===== src/rtl/knight_anim_pkg.sv =====
// Shared types and default geometry for the knight sprite sequencer.
package knight_anim_pkg;

  // Encoding doubles as the ROM/palette select value.
  typedef enum logic [1:0] {
    IDLE   = 2'd0,
    WALK   = 2'd1,
    ATTACK = 2'd2
  } anim_state_t;

  localparam int SPR_W_DEF        = 50;
  localparam int SPR_H_DEF        = 64;
  localparam int WALK_FRAMES_DEF  = 4;
  localparam int ATK_FRAMES_DEF   = 4;
  localparam int TICKS_PER_FR_DEF = 4;

  localparam int ADDR_W  = 12;
  localparam int COORD_W = 10;
  localparam int FRAME_W = 2;
  localparam int TICK_W  = 2;

endpackage


===== src/rtl/knight_sprite_addr.sv =====
// Pixel-rate address generator: maps the current draw coordinate to a sheet address
// relative to the knight corner, with optional horizontal mirroring. One cycle latency.
module knight_sprite_addr
  import knight_anim_pkg::*;
#(
  parameter int SPR_W = SPR_W_DEF,
  parameter int SPR_H = SPR_H_DEF
)(
  input  logic               i_clk,
  input  logic               i_rst,
  input  logic [COORD_W-1:0] i_draw_x,
  input  logic [COORD_W-1:0] i_draw_y,
  input  logic [COORD_W-1:0] i_knight_x,
  input  logic [COORD_W-1:0] i_knight_y,
  input  logic               i_facing_left,
  output logic [ADDR_W-1:0]  o_rom_address,
  output logic               o_in_sprite
);

  logic signed [COORD_W:0] w_dx;
  logic signed [COORD_W:0] w_dy;
  logic [ADDR_W-1:0]       w_dx_u;
  logic [ADDR_W-1:0]       w_dy_u;
  logic [ADDR_W-1:0]       w_col;
  logic [ADDR_W-1:0]       w_row_base;
  logic [ADDR_W-1:0]       w_addr;
  logic                    w_in_sprite;

  assign w_dx = $signed({1'b0, i_draw_x}) - $signed({1'b0, i_knight_x});
  assign w_dy = $signed({1'b0, i_draw_y}) - $signed({1'b0, i_knight_y});

  // Unsigned views are only meaningful when the sign bit is clear, which the bounds check enforces.
  assign w_dx_u = {1'b0, w_dx};
  assign w_dy_u = {1'b0, w_dy};

  assign w_in_sprite = !w_dx[COORD_W] && (w_dx_u < ADDR_W'(SPR_W)) &&
                       !w_dy[COORD_W] && (w_dy_u < ADDR_W'(SPR_H));

  assign w_col      = i_facing_left ? (ADDR_W'(SPR_W - 1) - w_dx_u) : w_dx_u;
  assign w_row_base = w_dy_u * ADDR_W'(SPR_W);
  assign w_addr     = w_row_base + w_col;

  always_ff @(posedge i_clk or posedge i_rst) begin
    if (i_rst) begin
      o_rom_address <= '0;
      o_in_sprite   <= 1'b0;
    end else begin
      o_in_sprite   <= w_in_sprite;
      o_rom_address <= w_in_sprite ? w_addr : '0;
    end
  end

endmodule


===== src/rtl/knight_anim_ctrl.sv =====
// Knight animation sequencer: picks sheet/frame from game inputs and drives the sprite ROM address.
//   state  | meaning
//   IDLE   | standing, frame 0
//   WALK   | exactly one direction held, frames cycle
//   ATTACK | one-shot swing, inputs ignored until last frame ends
module knight_anim_ctrl
  import knight_anim_pkg::*;
#(
  parameter int SPR_W        = SPR_W_DEF,
  parameter int SPR_H        = SPR_H_DEF,
  parameter int WALK_FRAMES  = WALK_FRAMES_DEF,
  parameter int ATK_FRAMES   = ATK_FRAMES_DEF,
  parameter int TICKS_PER_FR = TICKS_PER_FR_DEF
)(
  input  logic               i_vga_clk,
  input  logic               i_reset,
  input  logic               i_frame_tick,
  input  logic               i_attack_req,
  input  logic               i_move_left,
  input  logic               i_move_right,
  input  logic [COORD_W-1:0] i_draw_x,
  input  logic [COORD_W-1:0] i_draw_y,
  input  logic [COORD_W-1:0] i_knight_x,
  input  logic [COORD_W-1:0] i_knight_y,
  output logic [1:0]         o_anim_sel,
  output logic [FRAME_W-1:0] o_frame_idx,
  output logic [ADDR_W-1:0]  o_rom_address,
  output logic               o_in_sprite,
  output logic               o_facing_left,
  output logic               o_attack_busy
);

  anim_state_t        r_state;
  anim_state_t        w_state_nxt;
  logic [FRAME_W-1:0] r_frame_idx;
  logic [FRAME_W-1:0] w_frame_nxt;
  logic [TICK_W-1:0]  r_tick_cnt;
  logic [TICK_W-1:0]  w_tick_nxt;
  logic [TICK_W-1:0]  w_tick_inc;
  logic               r_facing_left;
  logic               w_facing_nxt;
  logic               w_one_move;
  logic               w_tick_last;

  assign w_one_move  = i_move_left ^ i_move_right;
  assign w_tick_last = (r_tick_cnt == TICK_W'(TICKS_PER_FR - 1));
  assign w_tick_inc  = w_tick_last ? '0 : r_tick_cnt + 1'b1;

  always_comb begin
    w_state_nxt = r_state;
    w_frame_nxt = r_frame_idx;
    w_tick_nxt  = r_tick_cnt;
    case (r_state)
      IDLE: begin
        w_frame_nxt = '0;
        if (i_attack_req) begin
          w_state_nxt = ATTACK;
          w_tick_nxt  = '0;
        end else if (w_one_move) begin
          w_state_nxt = WALK;
          w_tick_nxt  = '0;
        end else if (i_frame_tick) begin
          w_tick_nxt = w_tick_inc;
        end
      end
      WALK: begin
        if (i_attack_req || !w_one_move) begin
          w_state_nxt = i_attack_req ? ATTACK : IDLE;
          w_frame_nxt = '0;
          w_tick_nxt  = '0;
        end else if (i_frame_tick) begin
          w_tick_nxt = w_tick_inc;
          if (w_tick_last)
            w_frame_nxt = (r_frame_idx == FRAME_W'(WALK_FRAMES - 1)) ? '0 : r_frame_idx + 1'b1;
        end
      end
      ATTACK: begin
        if (i_frame_tick) begin
          w_tick_nxt = w_tick_inc;
          if (w_tick_last) begin
            if (r_frame_idx == FRAME_W'(ATK_FRAMES - 1)) begin
              w_state_nxt = w_one_move ? WALK : IDLE;
              w_frame_nxt = '0;
            end else begin
              w_frame_nxt = r_frame_idx + 1'b1;
            end
          end
        end
      end
      default: begin
        w_state_nxt = IDLE;
        w_frame_nxt = '0;
        w_tick_nxt  = '0;
      end
    endcase
  end

  // Facing is frozen for the whole swing so the attack never flips mid-animation.
  always_comb begin
    w_facing_nxt = r_facing_left;
    if (r_state != ATTACK && w_one_move)
      w_facing_nxt = i_move_left;
  end

  always_ff @(posedge i_vga_clk or posedge i_reset) begin
    if (i_reset) begin
      r_state       <= IDLE;
      r_frame_idx   <= '0;
      r_tick_cnt    <= '0;
      r_facing_left <= 1'b0;
    end else begin
      r_state       <= w_state_nxt;
      r_frame_idx   <= w_frame_nxt;
      r_tick_cnt    <= w_tick_nxt;
      r_facing_left <= w_facing_nxt;
    end
  end

  assign o_anim_sel    = r_state;
  assign o_frame_idx   = r_frame_idx;
  assign o_facing_left = r_facing_left;
  assign o_attack_busy = (r_state == ATTACK);

  knight_sprite_addr #(
    .SPR_W (SPR_W),
    .SPR_H (SPR_H)
  ) u_sprite_addr (
    .i_clk         (i_vga_clk),
    .i_rst         (i_reset),
    .i_draw_x      (i_draw_x),
    .i_draw_y      (i_draw_y),
    .i_knight_x    (i_knight_x),
    .i_knight_y    (i_knight_y),
    .i_facing_left (r_facing_left),
    .o_rom_address (o_rom_address),
    .o_in_sprite   (o_in_sprite)
  );

endmodule


===== config.mk =====
export PLATFORM = sky130hd
export DESIGN_NAME = knight_anim_ctrl
export DESIGN_NICKNAME = d
export VERILOG_FILES = /design/src/rtl/knight_anim_pkg.sv /design/src/rtl/knight_sprite_addr.sv /design/src/rtl/knight_anim_ctrl.sv
export SDC_FILE = /design/constraint.sdc
export NUM_CORES = 1
export LEC_CHECK = 0
export CAP_MARGIN = 0
export CORE_ASPECT_RATIO = 1.5
export CORE_UTILIZATION = 53
export CTS_BUF_LIST = sky130_fd_sc_hd__clkbuf_2 sky130_fd_sc_hd__clkbuf_4 sky130_fd_sc_hd__clkbuf_8
export DETAILED_ROUTE_END_ITERATION = 16
export PLACE_DENSITY_LB_ADDON = 0.05
export SLEW_MARGIN = 20
export SYNTH_ARGS = -nofsm -noshare
export SYNTH_HDL_FRONTEND = slang
export SYNTH_SLANG_ARGS = --single-unit

===== constraint.sdc =====
create_clock -name i_vga_clk -period 2.9 [get_ports i_vga_clk]
set_input_delay 0.29 -clock i_vga_clk [delete_from_list [all_inputs] [get_ports i_vga_clk]]
set_output_delay 0.29 -clock i_vga_clk [all_outputs]
set_load 0.02 [all_outputs]

==> tab_implementation.tex, run 1 <==
\begin{tabular}{lr}
\hline
Metric & Value \\
\hline
\multicolumn{2}{l}{\textbf{Outcome}} \\
Status & aborted with a tool error \\
Stage at which the flow ended & global routing (5\_1\_grt) \\
Error that ended the run & [ERROR GRT-0232] Routing congestion too high. Check the congestion heatmap in the GUI. \\
\multicolumn{2}{l}{\textbf{Logic synthesis}} \\
Per-instance average area after synthesis & 8.18 um2 \\
Number of register bits inferred by synthesis & 20 \\
Share of async-settable or async-resettable flops after synthesis & 1.00 \\
Cells after synthesis & 365 \\
Fraction of the yosys area taken by sequential cells & 0.168 \\
Primary flip-flop cell chosen by synthesis mapping & dfrtp\_1 \\
Number of enable-type register cells in the synthesized netlist & 0 \\
Netlist Area Pre-Place & 2990 um2 \\
Number of distinct library cells after synthesis & 51 \\
Number of warnings printed during yosys synthesis & 0 \\
Syn nets & 476 \\
\multicolumn{2}{l}{\textbf{CTS}} \\
H-tree lvl count & 1 \\
Clk root buf & clkbuf\_8 \\
Number of hold buffers added after cts & 0 \\
Maximum count of clock buffers along a single path & 2 \\
CTS sink count & 20 \\
Number of clock buffers inserted by TritonCTS & 3 \\
\multicolumn{2}{l}{\textbf{Floorplanning}} \\
Vert. Die Dim & 93.9 um \\
Die outline width & 63.3 um \\
Initial Util & 0.548 \\
Number of rows in the core area & 33 \\
IO Count & 65 \\
\multicolumn{2}{l}{\textbf{Placed design}} \\
Placed cell count & 572 \\
Worst slack, placed & -1.94 ns \\
Count of input and output buffers & 64 \\
Gp weighted congestion & 0.815 \\
Hpwl dp & 5890 um \\
\multicolumn{2}{l}{\textbf{Global routing}} \\
Overflow after GRT & 342 \\
Pin count of the biggest net entering global routing & 21 \\
GRT Total Usage & 0.888 \\
\multicolumn{2}{l}{\textbf{Timing}} \\
Worst endpoint kind after the last repair & sequential cell input \\
Post-GRT worst EP & u\_sprite\_addr.o\_rom\_address[10]\$\_DFF\_PP0\_/D \\
\hline
\end{tabular}
timing repair:
item | CTS
setup buffers | 15
gates resized for setup | 125
gates cloned | 1
pin swaps | 70
setup endpoints to repair | 13
metal layers:
| layer | overflow | track usage |
|---|---|---|
| met1 | 4 | 0.814 |
| met2 | 259 | 1.21 |
| met3 | 3 | 0.569 |
| met4 | 76 | 1.05 |
| met5 | 0 | 0.0962 |
synthesized netlist by cell type (3+ instances only):
cell / n / area share
a211oi_1: 3 / 0.0075
a21o_1: 7 / 0.018
a21oi_1: 28 / 0.047
dfrtp_1: 20 / 0.17
fa_1: 8 / 0.054
ha_1: 57 / 0.24
inv_1: 65 / 0.082
mux2i_1: 3 / 0.010
nand2_1: 24 / 0.030
nand2b_1: 4 / 0.0084
nand3_1: 4 / 0.0067
nor2_1: 22 / 0.028
nor2_2: 9 / 0.019
nor3_1: 6 / 0.010
nor4_1: 3 / 0.0063
o21a_1: 6 / 0.015
o21ai_0: 19 / 0.032
o31ai_1: 5 / 0.013
xnor2_1: 22 / 0.065
xor2_1: 13 / 0.038
per-stage QoR:
stage / cell area [um2] / hold slack [ns]
4_1_cts: 5020 / 0.463
3_5_place_dp: 4390 / 0.522
3_3_place_gp: 4390 / 0.509
2_1_floorplan: 3120 / 0.254
logic make-up after synthesis:
kind of cell	synth area share
buffers and inverters	0.0868
adder cells (fa/ha/maj)	0.293
AO/OA/AOI/OAI	0.182
XOR/XNOR	0.110
multiplexers	0.0138
AND/OR/NAND/NOR	0.147
flip-flops	0.168
==> inputs of run 2 (changes only) <==
Settings changed: CORE_ASPECT_RATIO 1.5 to unset, CORE_UTILIZATION 53 to 40, CTS_BUF_LIST sky130_fd_sc_hd__clkbuf_2 sky130_fd_sc_hd__clkbuf_4 sky130_fd_sc_hd__clkbuf_8 to unset, PLACE_DENSITY_LB_ADDON 0.05 to 0.15.
==> run 2 against run 1 <==
Net effect: the flow now finishes, with violations (negative setup slack); area after synthesis unchanged; synthesized cell count is the same.
==> tab_implementation.tex, run 2 <==
\begin{tabular}{lr}
\hline
Metric & Value \\
\hline
\multicolumn{2}{l}{\textbf{Logic synthesis}} \\
Top cell types by occurrence after synthesis & inv\_1, ha\_1, a21oi\_1 (unchanged) \\
Number of enable-type register cells in the synthesized netlist & 0 (unchanged) \\
Number of distinct library cells after synthesis & 51 (unchanged) \\
Primary flip-flop cell chosen by synthesis mapping & dfrtp\_1 (unchanged) \\
Cell type with the largest total area after synthesis & ha\_1 (unchanged) \\
Fraction of synthesized cell area taken by the top area cell type & 0.239 (unchanged) \\
Fraction of the yosys area taken by sequential cells & 0.168 (unchanged) \\
Number of register bits inferred by synthesis & 20 (unchanged) \\
Most common cell in the netlist & inv\_1 (unchanged) \\
Share of async-settable or async-resettable flops after synthesis & 1.00 (unchanged) \\
Dominant cells by area after synthesis & ha\_1, dfrtp\_1, inv\_1, xnor2\_1, fa\_1 (unchanged) \\
Cells after synthesis & 365 (unchanged) \\
Netlist Area Pre-Place & 2990 um2 (unchanged) \\
Syn nets & 476 (unchanged) \\
Per-instance average area after synthesis & 8.18 um2 (unchanged) \\
Number of warnings printed during yosys synthesis & 0 (unchanged) \\
\multicolumn{2}{l}{\textbf{Layout}} \\
Layout cell share with drive strength beyond 1 & 0.411 \\
Finished layout cell area & 5270 um2 \\
Largest register FFs & 12 \\
Diodes inserted & 0 \\
Number of standard cells in the final layout excluding fillers & 620 \\
Register bank with the most flops & u\_sprite\_addr.o\_rom\_address \\
Most common cell after layout, fill and taps aside & buf\_4 \\
Count of nets after finishing & 633 \\
Layout overhead on the synthesized area & 76.4\% \\
Layout Utilization & 0.730 \\
Commonest cells after routing, fill and taps aside & buf\_4, clkdlybuf4s50\_1, inv\_1, ha\_1, ha\_4 \\
\multicolumn{2}{l}{\textbf{Placed design}} \\
Placed cell count & 599 (was 572) \\
Worst slack, placed & -1.93 ns (was -1.94 ns) \\
Gp weighted congestion & 0.781 (was 0.815) \\
Count of input and output buffers & 64 (unchanged) \\
Placement-stage cell area & 4420 um2 (was 4390 um2) \\
Hpwl dp & 6000 um (was 5890 um) \\
\multicolumn{2}{l}{\textbf{Global routing}} \\
Pin count of the biggest net entering global routing & 21 \\
Antenna violations before repair & 0 \\
Wire length of the first global-routing pass & 12900 um \\
Vias in the first global route & 2993 \\
Overflow after GRT & 0 \\
GRT Total Usage & 0.208 \\
\multicolumn{2}{l}{\textbf{CTS}} \\
CTS sink count & 20 (unchanged) \\
CTS tree & built \\
Number of hold buffers added after cts & 0 (unchanged) \\
Maximum count of clock buffers along a single path & 2 (unchanged) \\
Clock transition at the register clock pins on the worst setup and hold paths after CTS & 0.07 ns \\
H-tree lvl count & 1 (unchanged) \\
Number of clock buffers inserted by TritonCTS & 3 (unchanged) \\
Clk root buf & clkbuf\_8 (unchanged) \\
Worst-Skew Late Latency & 0.26 ns \\
\multicolumn{2}{l}{\textbf{Critical path}} \\
Data arrival time of the critical path & 4.25 ns \\
CP required & 3.05 ns \\
Delay of the slowest cell on the worst path & 0.50 ns \\
CP max stage cell & fa\_1 \\
Reg2Reg Setup Slack & 0.53 ns \\
Largest fanout on the critical path & 6 \\
CP Class & input port to register \\
Cell mode on critical path & inv\_2 \\
Critical Path Sink Type & register \\
Kind of start point of the critical path & input port \\
\multicolumn{2}{l}{\textbf{Pwr}} \\
Part of the power in registers & 0.050 \\
Static Leak & 2.43 nW \\
Switching share of total power & 0.454 \\
Total power & 6.59 mW \\
Power density over the cells & 1250 nW/um2 \\
Net Switching & 2.99 mW \\
Cell-internal power & 3.60 mW \\
Fraction of power consumed by the clock network & 0.041 \\
Fraction of power consumed by combinational cells & 0.908 \\
Maximum ir drop on the vdd rail & 0.000948 V \\
\multicolumn{2}{l}{\textbf{Min path}} \\
Type of the worst min-delay path & input port to register \\
\multicolumn{2}{l}{\textbf{Timing}} \\
Post-route fraction of the period consumed by the critical path & 1.42 \\
Setup repair after global routing missed its margin & yes \\
Maximum clock rate & 244 MHz \\
Final worst clock skew & 0.00500 ns \\
Pin slew with the least headroom to its limit & 0.725 ns \\
Max-slew violation total from the final report & 0 \\
Count of endpoints failing hold in the final timing report & 0 \\
Worst max-slew margin expressed relative to the limit & 0.516 \\
Post-layout minimum cycle time & 4.11 ns \\
Final worst slack & -1.21 ns \\
Final setup viols & 6 \\
\multicolumn{2}{l}{\textbf{Floorplanning}} \\
Die outline width & 88.4 um (was 63.3 um) \\
Area of the die & 7810 um2 \\
Vert. Die Dim & 88.4 um (was 93.9 um) \\
Number of rows in the core area & 31 (was 33) \\
Initial Util & 0.414 (was 0.548) \\
Core Region & 7210 um2 \\
IO Count & 65 (unchanged) \\
\multicolumn{2}{l}{\textbf{Outcome}} \\
Status & finished, violations left (was aborted with a tool error) \\
Failing checks & negative setup slack \\
\multicolumn{2}{l}{\textbf{Flow run}} \\
Max-cap violations & 0 \\
\multicolumn{2}{l}{\textbf{Drt}} \\
Initial DRT Pass Iterations & 6 \\
Post-DR vias/cell & 5.01 \\
Total via count in the routed design & 3107 \\
DRC errors left & 0 \\
Drt total wl & 8670 um \\
Remaining antenna violation count & 0 \\
Initial detailed-routing violation count & 88 \\
DR WL/cell & 14.0 um \\
\hline
\end{tabular}
## run 2: worst max-delay path: cells and delay by family
kind | cells | cell delay [ns]
simple gates | 1 | 0.04
xor+xnor | 2 | 0.22
compound gates | 7 | 0.97
buf+inv | 8 | 0.49
fa+ha+maj | 7 | 2.22
## run 2: kinds of logic after synthesis
logic type               count (synthesis)  share of synthesized area
buffers and inverters                   67                     0.0868
adder cells (fa/ha/maj)                 65                      0.293
XOR/XNOR                                36                      0.110
flip-flops                              20                      0.168
AND/OR/NAND/NOR                         88                      0.147
AO/OA/AOI/OAI                           85                      0.182
multiplexers                             4                     0.0138
## run 2: power by group through the flow
stage	Combinational (mW)	Sequential (mW)	Clock, mW
CTS	4.98	0.331	0.278
global route	6.43	0.335	0.293
detailed placement	4.01	0.336	0
global placement	3.88	0.334	0
floorplan	2.80	0.354	0
finish	5.99	0.331	0.273
## run 2: per-stage QoR
step | TNS [ns] | hold WS, ns
after CTS | -5.59 | 0.441
after global placement | -14.54 | 0.511
after floorplan | -4.39 | 0.254
final | -5.27 | 0.424
after global routing | -6.22 | 0.433
after detailed placement | -14.99 | 0.529
## run 2: worst paths after layout
path	startpoint	end	cells past startpoint
max in group asynchronous	i_reset	u_sprite_addr.o_rom_address[0]	2
hold / removal	i_knight_x[0]	u_sprite_addr.o_rom_address[0]	4
setup reg to reg	o_facing_left	u_sprite_addr.o_rom_address[9]	11
hold reg to reg	o_frame_idx[1]	o_frame_idx[1]	2
setup / recovery	i_draw_y[0]	u_sprite_addr.o_rom_address[10]	25
min in group asynchronous	i_reset	o_frame_idx[1]	2
## run 2: repair_timing
item / 4_1_cts / 5_1_grt
setup buffers: 11 / 10
cloned: 1 / 0
gates resized for setup: 112 / 50
pin swaps: 57 / 49
setup endpoints to repair: 13 / 13
## run 2: final cells by class
class                           count  area (um2)
Tap cell                           99         124
Sequential cell                    20         500
Clock inverter                      1        30.0
Multi-Input combinational cell    279        2980
Fill cell                         542        1950
Inverter                           65         262
Clock buffer                        3        41.3
Timing Repair Buffer              153        1330
## run 2: per-layer routing
layer	global-route usage	part of all wire	vias up
met4	0.0323	0.014	0
met2	0.383	0.53	80
met1	0.270	0.43	1461
met3	0.0168	0.029	12
met5	0	0	-
li1	-	-	1554
(Power assumes the default switching activity.)
==> inputs of run 3 (changes only) <==
Settings changed: CAP_MARGIN 0 to unset.
==> results of run 3 <==
No change in the layout: final DEF, timing and power equal those of run 2.
==> inputs of run 4 (changes only) <==
Settings changed: ABC_AREA set to 1, CORE_UTILIZATION 40 to 54.
==> run 4 against run 3 <==
Net effect: the flow now stops in global routing (5_1_grt); area after synthesis up 11%; synthesized cell count is 33% higher.
==> tab_implementation.tex, run 4 <==
\begin{tabular}{lr}
\hline
Metric & Value \\
\hline
\multicolumn{2}{l}{\textbf{Outcome}} \\
Status & aborted with a tool error (was finished, violations left) \\
Stage at which the flow ended & global routing (5\_1\_grt) \\
Error that ended the run & [ERROR GRT-0232] Routing congestion too high. Check the congestion heatmap in the GUI. \\
\multicolumn{2}{l}{\textbf{Logic synthesis}} \\
Number of enable-type register cells in the synthesized netlist & 0 (unchanged) \\
Fraction of synthesized cell area taken by the top area cell type & 0.216 (was 0.239) \\
Top cell types by occurrence after synthesis & inv\_1, nand2\_1, ha\_1 (was inv\_1, ha\_1, a21oi\_1) \\
Number of register bits inferred by synthesis & 20 (unchanged) \\
Most common cell in the netlist & inv\_1 (unchanged) \\
Cells after synthesis & 484 (was 365) \\
Dominant cells by area after synthesis & ha\_1, dfrtp\_1, inv\_1, nand2\_1, nand3\_1 (was ha\_1, dfrtp\_1, inv\_1, xnor2\_1, fa\_1) \\
Per-instance average area after synthesis & 6.83 um2 (was 8.18 um2) \\
Fraction of the yosys area taken by sequential cells & 0.151 (was 0.168) \\
Primary flip-flop cell chosen by synthesis mapping & dfrtp\_1 (unchanged) \\
Cell type with the largest total area after synthesis & ha\_1 (unchanged) \\
Netlist Area Pre-Place & 3300 um2 (was 2990 um2) \\
Syn nets & 595 (was 476) \\
Number of distinct library cells after synthesis & 36 (was 51) \\
Number of warnings printed during yosys synthesis & 0 (unchanged) \\
Share of async-settable or async-resettable flops after synthesis & 1.00 (unchanged) \\
\multicolumn{2}{l}{\textbf{CTS}} \\
Maximum count of clock buffers along a single path & 2 (unchanged) \\
Number of clock buffers inserted by TritonCTS & 3 (unchanged) \\
Number of hold buffers added after cts & 0 (unchanged) \\
Clk root buf & clkbuf\_8 (unchanged) \\
H-tree lvl count & 1 (unchanged) \\
CTS sink count & 20 (unchanged) \\
\multicolumn{2}{l}{\textbf{Timing}} \\
Worst endpoint kind after the last repair & sequential cell input \\
Post-GRT worst EP & u\_sprite\_addr.o\_rom\_address[11]\$\_DFF\_PP0\_/D \\
\multicolumn{2}{l}{\textbf{Floorplanning}} \\
Die outline width & 80.2 um (was 88.4 um) \\
Vert. Die Dim & 80.2 um (was 88.4 um) \\
IO Count & 65 (unchanged) \\
Initial Util & 0.558 (was 0.414) \\
Number of rows in the core area & 28 (was 31) \\
\multicolumn{2}{l}{\textbf{Placed design}} \\
Gp weighted congestion & 0.936 (was 0.781) \\
Count of input and output buffers & 64 (unchanged) \\
Hpwl dp & 7900 um (was 6000 um) \\
\multicolumn{2}{l}{\textbf{Global routing}} \\
Pin count of the biggest net entering global routing & 21 \\
Overflow after GRT & 45 \\
GRT Total Usage & 0.750 \\
\hline
\end{tabular}
[run 4: cell count changes after synthesis, moves of 5 or more]
| cell | previous run | this run |
|---|---|---|
| nand2_1 | 24 | 102 |
| nand3_1 | 4 | 37 |
| inv_1 | 65 | 105 |
| xor2_1 | 13 | 19 |
| o31ai_1 | 5 | 0 |
| xnor2_1 | 22 | 12 |
| o21a_1 | 6 | 0 |
| a21o_1 | 7 | 1 |
| nor2_1 | 22 | 31 |
[run 4: what timing repair did]
item                                   in CTS
gates cloned                                0
endpoints found under the hold margin       0
buffers inserted                           16
pin swaps                                  50
setup endpoints to repair                   9
gates resized for setup                    87
[run 4: kinds of logic after synthesis]
family	Yosys count	share of synthesized area
DFF	20	0.151
xor gates and xnor gates	33	0.0920
AOI/OAI and AO/OA	54	0.0928
and+or+nand+nor	202	0.272
buffers and inverters	110	0.128
adders and majority gates	65	0.264
[run 4: metal layers]
metal,global-route usage,overflow
met2,0.939,26
met5,0.136,1
met3,0.564,1
met4,0.852,15
met1,0.716,2
[run 4: metrics by stage]
stage,setup slack [ns],area (um2),setup TNS [ns],cells
after CTS,-1.27,5410,-5.04,731
after detailed placement,-2.03,4920,-12.12,713
after global placement,-1.86,4920,-11.14,713
after floorplan,-1.11,3500,-4.01,484
